[config.mk]
export PLATFORM = sky130hd
export DESIGN_NAME = debug_uart_wb_master
export DESIGN_NICKNAME = d
export VERILOG_FILES = /design/src/rtl/debug_uart_wb_master.sv
export SDC_FILE = /design/constraint.sdc
export NUM_CORES = 1
export LEC_CHECK = 0
export ABC_CLOCK_PERIOD_IN_PS = 5100
export CAP_MARGIN = 40
export CORE_MARGIN = 2
export CORE_UTILIZATION = 52
export CTS_BUF_LIST = sky130_fd_sc_hd__clkbuf_16
export DETAILED_ROUTE_END_ITERATION = 7
export HOLD_SLACK_MARGIN = 0.1
export PLACE_DENSITY = 0.81
export RECOVER_POWER = 50
export SYNTH_ARGS = -nofsm -noshare
export SYNTH_HDL_FRONTEND = slang
export SYNTH_SLANG_ARGS = --single-unit
[constraint.sdc]
create_clock -name core_clk -period 5.1 [get_ports core_clk]
set_input_delay 1.53 -clock core_clk [delete_from_list [all_inputs] [get_ports core_clk]]
set_output_delay 1.53 -clock core_clk [all_outputs]
set_load 0.1 [all_outputs]
[src/rtl/debug_uart_wb_master.sv]
// Debug command bridge: parses CMD/LEN/ADDR/DATA bytes from the debug UART into Wishbone cycles.
// Latency: bus cycle opens one cycle after the last header/data byte; read data is on tx one cycle after ack.
// Backpressure: each tx byte is held until tx_ready; rx bytes that arrive during bus or send phases are dropped.
module debug_uart_wb_master #(
  parameter int unsigned WB_TIMEOUT = 1024,
  parameter int unsigned RX_TIMEOUT = 100000
) (
  input  logic        core_clk,
  input  logic        core_rst,
  input  logic        debug_en,
  input  logic [7:0]  rx_data,
  input  logic        rx_valid,
  output logic [7:0]  tx_data,
  output logic        tx_valid,
  input  logic        tx_ready,
  output logic [29:0] wb_adr_o,
  output logic [31:0] wb_dat_o,
  input  logic [31:0] wb_dat_i,
  output logic [3:0]  wb_sel_o,
  output logic        wb_we_o,
  output logic        wb_cyc_o,
  output logic        wb_stb_o,
  input  logic        wb_ack_i,
  input  logic        wb_err_i,
  output logic        busy,
  output logic        err_flag
);

  localparam int unsigned TMAX = (WB_TIMEOUT > RX_TIMEOUT) ? WB_TIMEOUT : RX_TIMEOUT;
  localparam int TW = $clog2(TMAX);
  localparam logic [TW-1:0] WB_LAST = TW'(WB_TIMEOUT - 1);
  localparam logic [TW-1:0] RX_LAST = TW'(RX_TIMEOUT - 1);

  typedef enum logic [2:0] {S_IDLE, S_LEN, S_ADDR, S_WDATA, S_WB_WR, S_WB_RD, S_SEND} state_t;

  state_t        state_q, state_d;
  logic          is_wr_q, is_wr_d;
  logic [7:0]    len_q, len_d;
  logic [7:0]    cnt_q, cnt_d;
  logic [1:0]    byte_q, byte_d;
  logic [29:0]   adr_q, adr_d;
  logic [31:0]   data_q, data_d;
  logic          cyc_q, cyc_d;
  logic          we_q, we_d;
  logic          tx_vld_q, tx_vld_d;
  logic          err_q, err_d;
  logic [TW-1:0] tmo_q, tmo_d;

  logic last_word;
  logic bus_done;
  logic bus_bad;

  assign last_word = (cnt_q + 8'd1) == len_q;
  // An error wins over a simultaneous ack; a timeout only counts when no ack arrived.
  assign bus_bad   = wb_err_i | (~wb_ack_i & (tmo_q == WB_LAST));
  assign bus_done  = wb_ack_i | bus_bad;

  // Next-state logic for the parser, bus sequencer and tx byte shifter.
  always_comb begin
    state_d  = state_q;
    is_wr_d  = is_wr_q;
    len_d    = len_q;
    cnt_d    = cnt_q;
    byte_d   = byte_q;
    adr_d    = adr_q;
    data_d   = data_q;
    cyc_d    = cyc_q;
    we_d     = we_q;
    tx_vld_d = tx_vld_q;
    err_d    = err_q;
    tmo_d    = tmo_q;
    case (state_q)
      S_IDLE: begin
        tmo_d = '0;
        if (debug_en && rx_valid && (rx_data == 8'h01 || rx_data == 8'h02)) begin
          state_d = S_LEN;
          is_wr_d = (rx_data == 8'h01);
          err_d   = 1'b0;
        end
      end
      S_LEN, S_ADDR, S_WDATA: begin
        if (!debug_en) begin
          state_d = S_IDLE;
        end else if (rx_valid) begin
          tmo_d = '0;
          if (state_q == S_LEN) begin
            len_d   = rx_data;
            byte_d  = 2'd0;
            state_d = S_ADDR;
          end else if (state_q == S_ADDR) begin
            adr_d  = {adr_q[21:0], rx_data};
            byte_d = byte_q + 2'd1;
            if (byte_q == 2'd3) begin
              cnt_d  = 8'd0;
              byte_d = 2'd0;
              if (len_q == 8'd0) begin
                state_d = S_IDLE;
              end else if (is_wr_q) begin
                state_d = S_WDATA;
              end else begin
                state_d = S_WB_RD;
                cyc_d   = 1'b1;
              end
            end
          end else begin
            data_d = {data_q[23:0], rx_data};
            byte_d = byte_q + 2'd1;
            if (byte_q == 2'd3) begin
              state_d = S_WB_WR;
              cyc_d   = 1'b1;
              we_d    = 1'b1;
            end
          end
        end else if (tmo_q == RX_LAST) begin
          state_d = S_IDLE;
        end else begin
          tmo_d = tmo_q + TW'(1);
        end
      end
      S_WB_WR: begin
        if (bus_done) begin
          cyc_d  = 1'b0;
          we_d   = 1'b0;
          tmo_d  = '0;
          err_d  = err_q | bus_bad;
          adr_d  = adr_q + 30'd1;
          cnt_d  = cnt_q + 8'd1;
          byte_d = 2'd0;
          state_d = (!debug_en || last_word) ? S_IDLE : S_WDATA;
        end else begin
          tmo_d = tmo_q + TW'(1);
        end
      end
      S_WB_RD: begin
        if (bus_done) begin
          cyc_d  = 1'b0;
          tmo_d  = '0;
          err_d  = err_q | bus_bad;
          data_d = bus_bad ? 32'hFFFF_FFFF : wb_dat_i;
          byte_d = 2'd0;
          if (debug_en) begin
            state_d  = S_SEND;
            tx_vld_d = 1'b1;
          end else begin
            state_d = S_IDLE;
          end
        end else begin
          tmo_d = tmo_q + TW'(1);
        end
      end
      S_SEND: begin
        if (!debug_en) begin
          state_d  = S_IDLE;
          tx_vld_d = 1'b0;
        end else if (tx_vld_q && tx_ready) begin
          data_d = {data_q[23:0], 8'h00};
          byte_d = byte_q + 2'd1;
          if (byte_q == 2'd3) begin
            tx_vld_d = 1'b0;
            adr_d    = adr_q + 30'd1;
            cnt_d    = cnt_q + 8'd1;
            tmo_d    = '0;
            if (last_word) begin
              state_d = S_IDLE;
            end else begin
              state_d = S_WB_RD;
              cyc_d   = 1'b1;
            end
          end
        end
      end
      default: state_d = S_IDLE;
    endcase
  end

  // State and output registers.
  always_ff @(posedge core_clk or posedge core_rst) begin
    if (core_rst) begin
      state_q  <= S_IDLE;
      is_wr_q  <= 1'b0;
      len_q    <= 8'd0;
      cnt_q    <= 8'd0;
      byte_q   <= 2'd0;
      adr_q    <= 30'd0;
      data_q   <= 32'd0;
      cyc_q    <= 1'b0;
      we_q     <= 1'b0;
      tx_vld_q <= 1'b0;
      err_q    <= 1'b0;
      tmo_q    <= '0;
    end else begin
      state_q  <= state_d;
      is_wr_q  <= is_wr_d;
      len_q    <= len_d;
      cnt_q    <= cnt_d;
      byte_q   <= byte_d;
      adr_q    <= adr_d;
      data_q   <= data_d;
      cyc_q    <= cyc_d;
      we_q     <= we_d;
      tx_vld_q <= tx_vld_d;
      err_q    <= err_d;
      tmo_q    <= tmo_d;
    end
  end

  // tx_valid is gated by debug_en so it falls in the same cycle the bridge is disabled.
  assign tx_data  = data_q[31:24];
  assign tx_valid = tx_vld_q & debug_en;
  assign wb_adr_o = adr_q;
  assign wb_dat_o = data_q;
  assign wb_sel_o = {4{cyc_q}};
  assign wb_we_o  = we_q;
  assign wb_cyc_o = cyc_q;
  assign wb_stb_o = cyc_q;
  assign busy     = (state_q != S_IDLE);
  assign err_flag = err_q;

endmodule

==> impl_metrics.env <==
export IMPL_place_port_buffers=126
export IMPL_setup_tns_ns=0
export IMPL_syn_avg_cell_area_um2=8.52
export IMPL_drive_gt1_share_pct=11.2
export IMPL_die_height_um=114
export IMPL_p_per_area_nw_per_um2=755
export IMPL_viasPerCell=6.37
export IMPL_finalWorstSetupSlack_ns=0.755
export IMPL_maxUsedRoutingLayer="met4"
export IMPL_critical_path_buf_inv_count=2
export IMPL_routed_wl_um=20900
export IMPL_wl_met1_um=8100
export IMPL_cpMostUsedCell="o21ai_0"
export IMPL_wl_met2_um=10500
export IMPL_path_cells="clkdlybuf4s50_1 -> nor4_1 -> nand3_1 -> o21ai_0 -> a21oi_4 -> buf_4 -> o21ai_0"
export IMPL_seq_area_frac_synth_pct=41.5
export IMPL_htree_levels=3
export IMPL_area_growth_pct=38.0
export IMPL_fin_cells=1058
export IMPL_failed_checks="capacitance limit, slew limit"
export IMPL_required_ns=5.32
export IMPL_clk_latency_ns=0.35
export IMPL_post_cts_buffers=0
export IMPL_drc=0
export IMPL_final_cell_mix="clkdlybuf4s50_1 (120), dfrtp_1 (105), o21ai_0 (84)"
export IMPL_wl_met3_um=1410
export IMPL_arrival_ns=4.56
export IMPL_dr_pass1_iters=5
export IMPL_worstSetupEndpointType="flop"
export IMPL_place_congestion=0.863
export IMPL_power_uw=6600
export IMPL_finalCritPeriodShare_pct=85.2
export IMPL_ys_warn_count=0
export IMPL_dp_cells=1043
export IMPL_grt_usage_pct=32.5
export IMPL_cts_hold_buffers=0
export IMPL_worst_path_max_delay_cell="o21ai_0"
export IMPL_finalHoldViolCount=0
export IMPL_synth_edff_count=0
export IMPL_maxClockFrequency_mhz=230
export IMPL_cts_buffer_depth=2
export IMPL_fp_row_count=40
export IMPL_synthCells=743
export IMPL_grt_max_degree=62
export IMPL_antennaDiodeCount=0
export IMPL_clock_sinks=105
export IMPL_setup_viol=0
export IMPL_die_area_um2=13100
export IMPL_cpLargestDelayFamily="compound AO/OA/AOI/OAI gates"
export IMPL_start_util_pct=52.9
export IMPL_mappedNetlistNets=794
export IMPL_rsz0062_at_grt="no"
export IMPL_ys_flop_type="dfrtp_1"
export IMPL_tightest_slew_ns=1.58
export IMPL_synth_cell_type_count=69
export IMPL_path_clk_slew_ns=0.07
export IMPL_hp_class="reg2reg"
export IMPL_dp_slack_ns=0.811
export IMPL_ir_worst_vdd_mv=0.526
export IMPL_grt_pass1_vias=6469
export IMPL_worst_hold_slack_ns=0.531
export IMPL_cts_tree="done"
export IMPL_critPathKind="in2reg"
export IMPL_start_kind="input pin"
export IMPL_cts_buffers=9
export IMPL_slew_headroom_pct=-5.17
export IMPL_cts_resized=0
export IMPL_synth_area_um2=6330
export IMPL_power_leakage_uw=0.00351
export IMPL_vias=6738
export IMPL_path_max_fanout=37
export IMPL_coreArea_um2=12000
export IMPL_drtIter0Drc=823
export IMPL_gr_total_overflow=0
export IMPL_clock_skew_ns=0.00878
export IMPL_ys_async_sr_fraction_pct=100
export IMPL_synth_seq_cells=105
export IMPL_grt_pass1_wl_um=33400
export IMPL_drv_cap=1
export IMPL_fin_nets=958
export IMPL_status="finished, violations left"
export IMPL_final_common_cell="clkdlybuf4s50_1"
export IMPL_max_stage_delay_ns=0.97
export IMPL_io_pins=127
export IMPL_slew_viol_final=62
export IMPL_die_w_um=114
export IMPL_clock_root_buffer="clkbuf_16"
export IMPL_wl_per_cell_um=19.7
export IMPL_place_hpwl_um=15000
export IMPL_finalCriticalPeriod_ns=4.34
export IMPL_antenna_found_initial=0
export IMPL_ant_nets=0
routing by layer:
metal / global-route usage (%) / vias up
met5: 0 / -
met4: 15.8 / 0
met3: 4.08 / 70
met2: 55.7 / 348
met1: 40.7 / 3274
li1: - / 3046
cell families (layout without fill, tap and decap cells):
logic type / count (synthesis) / after routing / share of synthesized area [%]
and+or+nand+nor: 283 / 283 / 22.3
AOI/OAI and AO/OA: 244 / 244 / 24.4
DFF: 105 / 105 / 41.5
buffers and inverters: 73 / 241 / 5.54
muxes: 19 / 19 / 3.34
xor gates and xnor gates: 15 / 15 / 2.08
adders and majority gates: 4 / 4 / 0.791
power by group:
group | internal (uW) | switching [uW] | total (uW)
combinational | 1380 | 2830 | 4210
clock | 476 | 315 | 790
sequential | 1130 | 464 | 1590
registers in the layout, indices dropped and copies added (netlist names), 2 cells and up:
register / flops
byte_q: 2
cnt_q: 8
len_q: 8
state_q: 3
tmo_q: 17
wb_adr_o: 30
wb_dat_o: 32
metrics by stage:
stage	area, um2	utilization (%)
detailed placement	8830	73.9
finish	8730	73.0
global placement	7550	63.1
global route	8730	73.0
CTS	9170	76.6
floorplan	6330	-
final timing paths:
check                      slack [ns]  cells past startpoint            to    startpoint
max in group asynchronous        1.09                      4      cnt_q[7]      core_rst
setup reg to reg                 1.57                      6  wb_dat_o[26]    state_q[2]
min in group asynchronous        1.60                      2      tmo_q[8]      core_rst
hold / removal                   0.53                      2  wb_dat_o[13]  wb_dat_o[13]
hold reg to reg                  0.53                      2  wb_dat_o[13]  wb_dat_o[13]
setup / recovery                 0.76                      7  wb_dat_o[26]      wb_ack_i
worst reg2reg max path: stages, from the launching register on:
cell and delay, ns:
dfrtp_1 0.72, inv_1 0.32, nor4_2 0.37, o21ai_0 0.49
a21oi_4 0.90, buf_4 0.36, o21ai_0 0.21
Yosys cell counts (all sizes together), types with 6 or more instances:
cell type	number	share of area [%]
o21ai	90	7.2
mux2	17	3.0
xnor2	8	1.1
o22ai	8	0.79
and3	13	1.3
xor2	7	0.97
dfrtp	105	42
buf	27	2.8
clkbuf	33	2.0
nand4	12	1.3
o2bb2ai	27	3.7
and4	6	0.83
inv	13	0.77
nand3	31	2.5
a2bb2oi	7	1.1
nor2	79	4.7
nor4	13	1.7
nor3	12	1.0
or4	7	0.89
a21oi	59	4.7
nand2	78	4.6
a31oi	7	0.69
and2	11	1.1
final cells by class:
class                   count  area, um2
clock buffers               9        225
repair buffers            213       2190
clock inverters             6        108
flip-flops and latches    105       2630
multi-input cells         565       3350
inverters                  13       50.0
well taps                 147        184
fillers                   837       3230
Note: power is estimated with default switching activity, not from simulation.
